<file path="src/rtl/matmul_pkg.sv">
// matmul_pkg: shared constants, FSM state type and matrix element indexing for the matmul scheduler
package matmul_pkg;
  localparam int ELEM_W  = 16;
  localparam int MAT_DIM = 4;
  localparam int DATA_W  = MAT_DIM * MAT_DIM * ELEM_W;
  typedef enum logic [2:0] {INIT, IDLE, LOAD_B, WAIT, RESP} state_e;
  function automatic int unsigned elem_idx(input int unsigned row, input int unsigned col);
    return row * MAT_DIM + col;
  endfunction
endpackage

</file>
<file path="src/rtl/rr_arbiter.sv">
// rr_arbiter: combinational round-robin pick of the first request at or above ptr (mod NREQ)
//   req_i  requests      ptr_i  search start
//   gnt_o  one-hot grant idx_o  encoded grant  any_o  some request present
module rr_arbiter #(
  parameter int NREQ = 2,
  parameter int IW   = (NREQ > 1) ? $clog2(NREQ) : 1
) (
  input  logic [NREQ-1:0] req_i,
  input  logic [IW-1:0]   ptr_i,
  output logic [NREQ-1:0] gnt_o,
  output logic [IW-1:0]   idx_o,
  output logic            any_o
);
  logic [IW:0]   s;
  logic [IW-1:0] j;
  always_comb begin
    gnt_o = '0;
    idx_o = '0;
    any_o = 1'b0;
    s     = '0;
    j     = '0;
    for (int k = 0; k < NREQ; k++) begin
      s = {1'b0, ptr_i} + (IW+1)'(k);
      j = (s >= (IW+1)'(NREQ)) ? IW'(s - (IW+1)'(NREQ)) : IW'(s);
      if (!any_o && req_i[j]) begin
        any_o    = 1'b1;
        gnt_o[j] = 1'b1;
        idx_o    = j;
      end
    end
  end
endmodule

</file>
<file path="src/rtl/matmul_scheduler.sv">
// matmul_scheduler: shares one 4x4 matrix engine between NREQ requesters, round-robin
//   req_valid/req_a/req_b/req_ready  per-requester operand intake (ready is one-hot, combinational)
//   rsp_valid/rsp_ready/rsp_data/rsp_id  result channel with owning requester index
//   eng_bus/eng_stb/eng_clr/eng_result   engine operand bus, phase strobe, clear and product
//   busy  operation in flight          done_cnt  completed responses (wraps)
module matmul_scheduler
  import matmul_pkg::*;
#(
  parameter int  NREQ     = 2,
  parameter int  CALC_LAT = 4,
  localparam int IW       = (NREQ > 1) ? $clog2(NREQ) : 1,
  localparam int CW       = (CALC_LAT > 1) ? $clog2(CALC_LAT) : 1
) (
  input  logic                   clk,
  input  logic                   rst,
  input  logic [NREQ-1:0]        req_valid,
  input  logic [NREQ*DATA_W-1:0] req_a,
  input  logic [NREQ*DATA_W-1:0] req_b,
  output logic [NREQ-1:0]        req_ready,
  output logic                   rsp_valid,
  input  logic                   rsp_ready,
  output logic [DATA_W-1:0]      rsp_data,
  output logic [IW-1:0]          rsp_id,
  output logic [DATA_W-1:0]      eng_bus,
  output logic                   eng_stb,
  output logic                   eng_clr,
  input  logic [DATA_W-1:0]      eng_result,
  output logic                   busy,
  output logic [15:0]            done_cnt
);
  state_e            state_q, state_d;
  logic [IW-1:0]     rr_ptr_q, id_q, rsp_id_q, g;
  logic [DATA_W-1:0] b_q, eng_bus_q, rsp_data_q;
  logic [CW-1:0]     cnt_q;
  logic              eng_stb_q, rsp_valid_q, any, accept;
  logic [15:0]       done_cnt_q;
  logic [NREQ-1:0]   gnt;
  rr_arbiter #(.NREQ(NREQ), .IW(IW)) u_arb (
    .req_i(req_valid),
    .ptr_i(rr_ptr_q),
    .gnt_o(gnt),
    .idx_o(g),
    .any_o(any)
  );
  assign accept = state_q == IDLE && any;
  always_ff @(posedge clk) state_q <= rst ? INIT : state_d;
  always_comb begin
    state_d = state_q;
    case (state_q)
      INIT:    state_d = IDLE;
      IDLE:    state_d = any ? LOAD_B : IDLE;
      LOAD_B:  state_d = WAIT;
      WAIT:    state_d = (cnt_q == '0) ? RESP : WAIT;
      RESP:    state_d = rsp_ready ? IDLE : RESP;
      default: state_d = INIT;
    endcase
  end
  always_comb begin
    req_ready = (!rst && state_q == IDLE) ? gnt : '0;
    busy      = !rst && state_q inside {LOAD_B, WAIT, RESP};
    eng_clr   = rst || state_q == INIT;
  end
  // A goes straight onto the bus at accept; only B needs holding for the second phase.
  always_ff @(posedge clk) begin
    if (rst) begin
      rr_ptr_q    <= '0;
      id_q        <= '0;
      b_q         <= '0;
      cnt_q       <= '0;
      eng_bus_q   <= '0;
      eng_stb_q   <= 1'b0;
      rsp_valid_q <= 1'b0;
      rsp_data_q  <= '0;
      rsp_id_q    <= '0;
      done_cnt_q  <= '0;
    end else begin
      eng_stb_q <= accept || state_q == LOAD_B;
      if (accept) begin
        b_q       <= req_b[g * DATA_W +: DATA_W];
        id_q      <= g;
        eng_bus_q <= req_a[g * DATA_W +: DATA_W];
      end
      if (state_q == LOAD_B) begin
        eng_bus_q <= b_q;
        cnt_q     <= CW'(CALC_LAT - 1);
      end
      if (state_q == WAIT) cnt_q <= cnt_q - CW'(1);
      if (state_q == WAIT && cnt_q == '0) begin
        rsp_data_q  <= eng_result;
        rsp_id_q    <= id_q;
        rsp_valid_q <= 1'b1;
      end
      if (state_q == RESP && rsp_ready) begin
        rsp_valid_q <= 1'b0;
        rr_ptr_q    <= (id_q == IW'(NREQ - 1)) ? '0 : id_q + IW'(1);
        done_cnt_q  <= done_cnt_q + 16'd1;
      end
    end
  end
  assign rsp_valid = rsp_valid_q;
  assign rsp_data  = rsp_data_q;
  assign rsp_id    = rsp_id_q;
  assign eng_bus   = eng_bus_q;
  assign eng_stb   = eng_stb_q;
  assign done_cnt  = done_cnt_q;
endmodule

</file>
<file path="config.mk">
export PLATFORM = sky130hd
export DESIGN_NAME = matmul_scheduler
export DESIGN_NICKNAME = d
export VERILOG_FILES = /design/src/rtl/matmul_pkg.sv /design/src/rtl/rr_arbiter.sv /design/src/rtl/matmul_scheduler.sv
export SDC_FILE = /design/constraint.sdc
export NUM_CORES = 2
export LEC_CHECK = 0
export ABC_AREA = 1
export BUFFER_PORTS_ARGS = -buffer_cell sky130_fd_sc_hd__buf_2
export CAP_MARGIN = 5
export CORE_AREA = 2 2 700 702
export CTS_BUF_LIST = sky130_fd_sc_hd__clkbuf_16
export DETAILED_ROUTE_END_ITERATION = 6
export DIE_AREA = 0 0 702 704
export RECOVER_POWER = 25
export SLEW_MARGIN = 5
export SYNTH_ARGS = -nofsm -noshare
export SYNTH_HDL_FRONTEND = slang
export SYNTH_SLANG_ARGS = --single-unit
</file>
<file path="constraint.sdc">
create_clock -name clk -period 2.22 [get_ports clk]
set_input_delay 0.111 -clock clk [delete_from_list [all_inputs] [get_ports clk]]
set_output_delay 0.111 -clock clk [all_outputs]
set_load 0.01 [all_outputs]
</file>
Yosys cells after proc, flatten, opt, wreduce, memory -nomap -nowiden
Cells that the tools add are included.

cells by class
  reduce and logical (&&, ||, !) cells = 18
  mux-type cells = 26
  magnitude comparators = 6
  eq/ne operators = 4
  bitwise operators = 1
  shift operators = 2
  $add $sub $neg = 6

operators by type and width
  operator               number
  $shiftx 512x10->256    2
  $mux 256               2
  $add 16x1->16 const B  1
  $pmux 3 s5             1
  $mux 1                 13
  $mux 2                 6
  $logic_and 1x1->1      8
  $eq 3x2->1 const B     2
  $mux 3                 2
  $lt 1x2->1 const B     2
  $reduce_bool 2->1      2
  $eq 3x1->1 const B     1
  $eq 3x3->1 const B     1
  $logic_not 3->1        1
  $reduce_bool 3->1      1
  $add 1x1->2 const B    1
  $demux 1 s1            2
  $ge 1x1->1 const B     2
  $ge 1x2->1 const B     1
  $ge 2x2->1 const B     1
  $logic_not 1->1        2
  $logic_not 2->1        1
  $logic_or 1x1->1       2
  $or 2x2->2             1
  other kinds (4)        5

word-level totals
  word-level logic and storage cells = 74
  output and inout port bits = 535
  input bits = 1285
  register bits = 794

Longest topological paths before layout
  depth after elaboration = 11
  gate-level depth with buffers = 11
  gate-level depth less buffers = 9

Hierarchy
From an unflattened synthesis, not the netlist that was laid out.

unflattened totals
  cells, all modules = 5769
  area, all modules = 37778.7 µm²

modules (own cells, without submodules)
  module            area an instance (µm²)  cells an instance  sequential area each (µm²)  instances
  matmul_scheduler  37748.7                 5762               15895.2                     1
  rr_arbiter        30.0                    7                  0.0                         1

Worst setup path after synthesis
OpenSTA, ideal clock, no wires.

  path kind = reg-to-reg
  from = register cnt_q[0]
  to = register rsp_data_q[247], in the netlist rsp_data[247]
  buffers on the path = 3
  stages on the path, launching flop included = 8
  data required time = 2.150 ns
  slack = 0.672 ns
  clock period less this slack = 1.548 ns
  arrival time = 1.477 ns
  setup time = 0.070 ns
  cells stage by stage = dfxtp_1 inv_1 ha_1 clkbuf_1 clkbuf_1 clkbuf_1 nand3_1 a21oi_1

on the way
  word-level cells in the longest chain between the ends = 2

ends and longest elaborated chain
  element                   line                    RTL
  start: declaration        matmul_scheduler.sv:34  logic [CW-1:0] cnt_q;
  start signal: assignment  matmul_scheduler.sv:85  cnt_q <= CW'(CALC_LAT - 1);
  start signal: assignment  matmul_scheduler.sv:87  if (state_q == WAIT) cnt_q <= cnt_q - CW'(1);
  $logic_not 2->1           matmul_scheduler.sv:88  if (state_q == WAIT && cnt_q == '0) begin
  $logic_and 1x1->1         matmul_scheduler.sv:88
  end signal: assignment    matmul_scheduler.sv:89  rsp_data_q <= eng_result;
  end: declaration          matmul_scheduler.sv:33  logic [DATA_W-1:0] b_q, eng_bus_q, rsp_data_q;

Every way passes these cells.
A chain may end at the register's enable or synchronous reset.

Worst setup path in the final report
  from = register state_q[1]
  to = register rsp_data_q[23], in the netlist rsp_data[23]

on the way
  word-level cells in the longest chain between the ends = 2

ends and longest elaborated chain
  element                   line                    RTL
  start: declaration        matmul_scheduler.sv:31  state_e state_q, state_d;
  start signal: assignment  matmul_scheduler.sv:46  always_ff @(posedge clk) state_q <= rst ? INIT : state_d;
  $eq 3x2->1                matmul_scheduler.sv:88
  $logic_and 1x1->1         matmul_scheduler.sv:88

Every way passes these cells.

==> impl_metrics.env <==
export IMPL_status="finished with violations"
export IMPL_violations="DRC"
export IMPL_postSynthCellCount=6629
export IMPL_yosys_warnings=0
export IMPL_gp_congestion=0.974
export IMPL_clk_latency_ps=920
export IMPL_cp_slowest_cell="dlygate4sd3_1"
export IMPL_cts_root_buf="clkbuf_16"
export IMPL_detailedPlace_worstSlack_ps=-224
export IMPL_clockBufferDepth=4
export IMPL_cts_buffers=109
export IMPL_drtPass1Iterations=7
export IMPL_crit_chain="nand3_2 > inv_8 > nand2_4 > buf_12 > buf_12 > nand2_1 > a21oi_1 > dlygate4sd3_1"
export IMPL_path_buf_inv=4
export IMPL_start_util_pct=8.44
export IMPL_cap_viol_max_count=0
export IMPL_p_leak_nw=35.8
export IMPL_clk_pin_slew_ps=60
export IMPL_place_hpwl_um=353000
export IMPL_synth_commonest_cells="1844 x nand2_1, 1056 x nor2_1, 1034 x nand3_1"
export IMPL_ys_types=27
export IMPL_cpMostUsedCell="buf_12"
export IMPL_finalSetupTns_ps=0
export IMPL_buffer_ports_inserted=1819
export IMPL_dpl_cell_count=14700
export IMPL_drt_antenna_violating_nets=0
export IMPL_max_vdd_ir_drop_mv=0.595
export IMPL_hold_violations=0
export IMPL_clock_fmax_mhz=460
export IMPL_end_kind="register"
export IMPL_crit_type="register to register"
export IMPL_grt_usage_pct=16.2
export IMPL_synth_edff_count=0
export IMPL_grt_start_max_net_pins=100
export IMPL_nNetsFinal=11100
export IMPL_synth_most_common_cell="nand2_1"
export IMPL_drt_iter0_drc=5465
export IMPL_dieArea_um2=494000
export IMPL_cpPeakStageDelay_ps=600
export IMPL_layout_cells_non_filler=16500
export IMPL_syn2layout_area_growth_pct=91.4
export IMPL_grt_pass1_wl_um=537000
export IMPL_antenna_found_initial=280
export IMPL_io_pins=1820
export IMPL_ys_top_cells_by_area="dfxtp_1 39%, nand2_1 17%, nand3_1 13%"
export IMPL_hold_class="primary input to register"
export IMPL_synth_top_area_share_pct=38.7
export IMPL_clkSinkCount=794
export IMPL_grt_pass1_vias=57200
export IMPL_relSlewSlack_pct=38.9
export IMPL_power_density_nw_per_um2=633
export IMPL_setup_violations=0
export IMPL_finClkSkew_ps=133
export IMPL_synth_top_area_cell="dfxtp_1"
export IMPL_cp_top_family="buffers and inverters"
export IMPL_drive_above_1_share_pct=20.9
export IMPL_wl_per_cell_um=25.5
export IMPL_ys_seq_elements=794
export IMPL_ys_flop_type="dfxtp_1"
export IMPL_startpoint_type="register"
export IMPL_arrival_ps=2960
export IMPL_timing_final_crit_period_ps=2170
export IMPL_vias=60100
export IMPL_synth_async_reset_ratio_pct=0
export IMPL_drt_total_wl_um=422000
export IMPL_finalCritPeriodShare_pct=97.8
export IMPL_rows=257
export IMPL_cts_tree="built"
export IMPL_grt_overflow_total=0
export IMPL_drt_drc_violations_left=28
export IMPL_synth_net_count=7916
export IMPL_rsz0062_at_grt="yes"
export IMPL_final_max_slew_viol_count=0
export IMPL_h_tree_depth=3
export IMPL_netlist_area_um2=41100
export IMPL_core_um2=487000
export IMPL_worst_slew_pin_transition_ps=916
export IMPL_critPathRequiredTime_ps=3010
export IMPL_die_w_um=702
export IMPL_vias_per_cell=3.63
export IMPL_power_mw=49.8
export IMPL_syn_area_per_cell_um2=6.20
export IMPL_crit_fanout=42
export IMPL_ys_seq_area_share_pct=38.7
export IMPL_die_height_um=704
export IMPL_setup_ws_ps=47.7
[final timing paths]
path,start,endpoint,slack (ps),cells past startpoint
setup / recovery,state_q[1],rsp_data[23],50,8
hold reg to reg,rsp_data[28],rsp_data[28],460,2
setup reg to reg,state_q[1],rsp_data[23],50,8
hold / removal,req_b[275],b_q[19],80,6
[through the flow]
| stage | utilization [%] | area, um^2 | hold slack (ps) |
|---|---|---|---|
| 2_1_floorplan | - | 41100 | 276 |
| 3_3_place_gp | 12.4 | 60300 | 390 |
| 3_5_place_dp | 12.4 | 60300 | 391 |
| 4_1_cts | 16.1 | 78700 | 0.653 |
| 5_1_grt | 16.1 | 78600 | 48.8 |
| 6_report | 16.1 | 78700 | 83.7 |
[power breakdown]
part / switching [mW] / total, mW / internal, mW
combinational: 9.04 / 15.1 / 6.05
sequential: 1.09 / 16.8 / 15.7
clock: 7.90 / 18.0 / 10.1
[layer usage]
| layer | up-vias | wire length [um] | track usage [%] |
|---|---|---|---|
| li1 | 27500 | - | - |
| met1 | 28100 | 174000 | 19.9 |
| met2 | 3339 | 186000 | 25.8 |
| met3 | 996 | 39600 | 5.46 |
| met4 | 132 | 21800 | 6.77 |
| met5 | - | 838 | 0 |
[registers in the layout, indices dropped and copies added (netlist names)]
register / flops
eng_bus: 256
rsp_id: 1
b_q: 256
rr_ptr_q: 1
rsp_valid: 1
eng_stb: 1
done_cnt: 16
cnt_q: 2
id_q: 1
rsp_data: 256
state_q: 3
[cell type report]
| type | instances | area (um^2) |
|---|---|---|
| clock inverters | 88 | 726 |
| repair buffers | 3652 | 27900 |
| flip-flops and latches | 794 | 15900 |
| inverters | 548 | 2090 |
| clock buffers | 110 | 2750 |
| fillers | 56000 | 409000 |
| diodes | 118 | 295 |
| well taps | 6475 | 8100 |
| multi-input cells | 4748 | 20900 |
[what timing repair did]
action                                  4_1_cts  5_1_grt
endpoints found under the hold margin       786        0
pin swaps                                     2        2
hold buffers                               1474        0
endpoints found under the setup margin        4      187
cloned                                        1        0
setup buffers                                 6        3
gates resized for setup                      17       20
[worst min-delay path, cell delays in order]
cell and delay [ps]:
buf_2 100, nand3_1 70, nand2_1 160, buf_4 190, o21ai_0 140, nor2_1 100
[placed cells by master, fill, tap and decap left out, types with 2 or more instances in the layout]
cell              n
diode_2         118
bufinv_16         9
clkinv_2         18
nand4_1           7
nand3_1        1033
buf_8             2
buf_16            7
buf_2          1529
o21ai_0         253
dfxtp_2           3
nor2_2            2
inv_6             4
inv_2             5
dlygate4sd3_1  1473
clkinv_1         26
nand2_8           3
clkbuf_1        286
inv_16            2
nor2_1         1054
o21ai_1           9
clkbuf_16       110
inv_8             7
a21oi_1         267
nor3_1            5
buf_6             8
nand3b_1        256
buf_12          121
buf_4           224
a211oi_1          3
inv_1           556
or2_2             2
clkinvlp_4        6
nand2_1        1842
dfxtp_1         791
[logic make-up (layout without fill, tap and decap cells)]
group,after synthesis,after routing,share of synthesized area (%)
compound gates,536,536,6.58
fa+ha+maj,2,2,0.0608
buf+inv,1087,4398,10.6
flops,794,794,38.7
other cells,0,118,0
simple gates,4210,4210,44.1
Note: power is estimated with default switching activity, not from simulation.
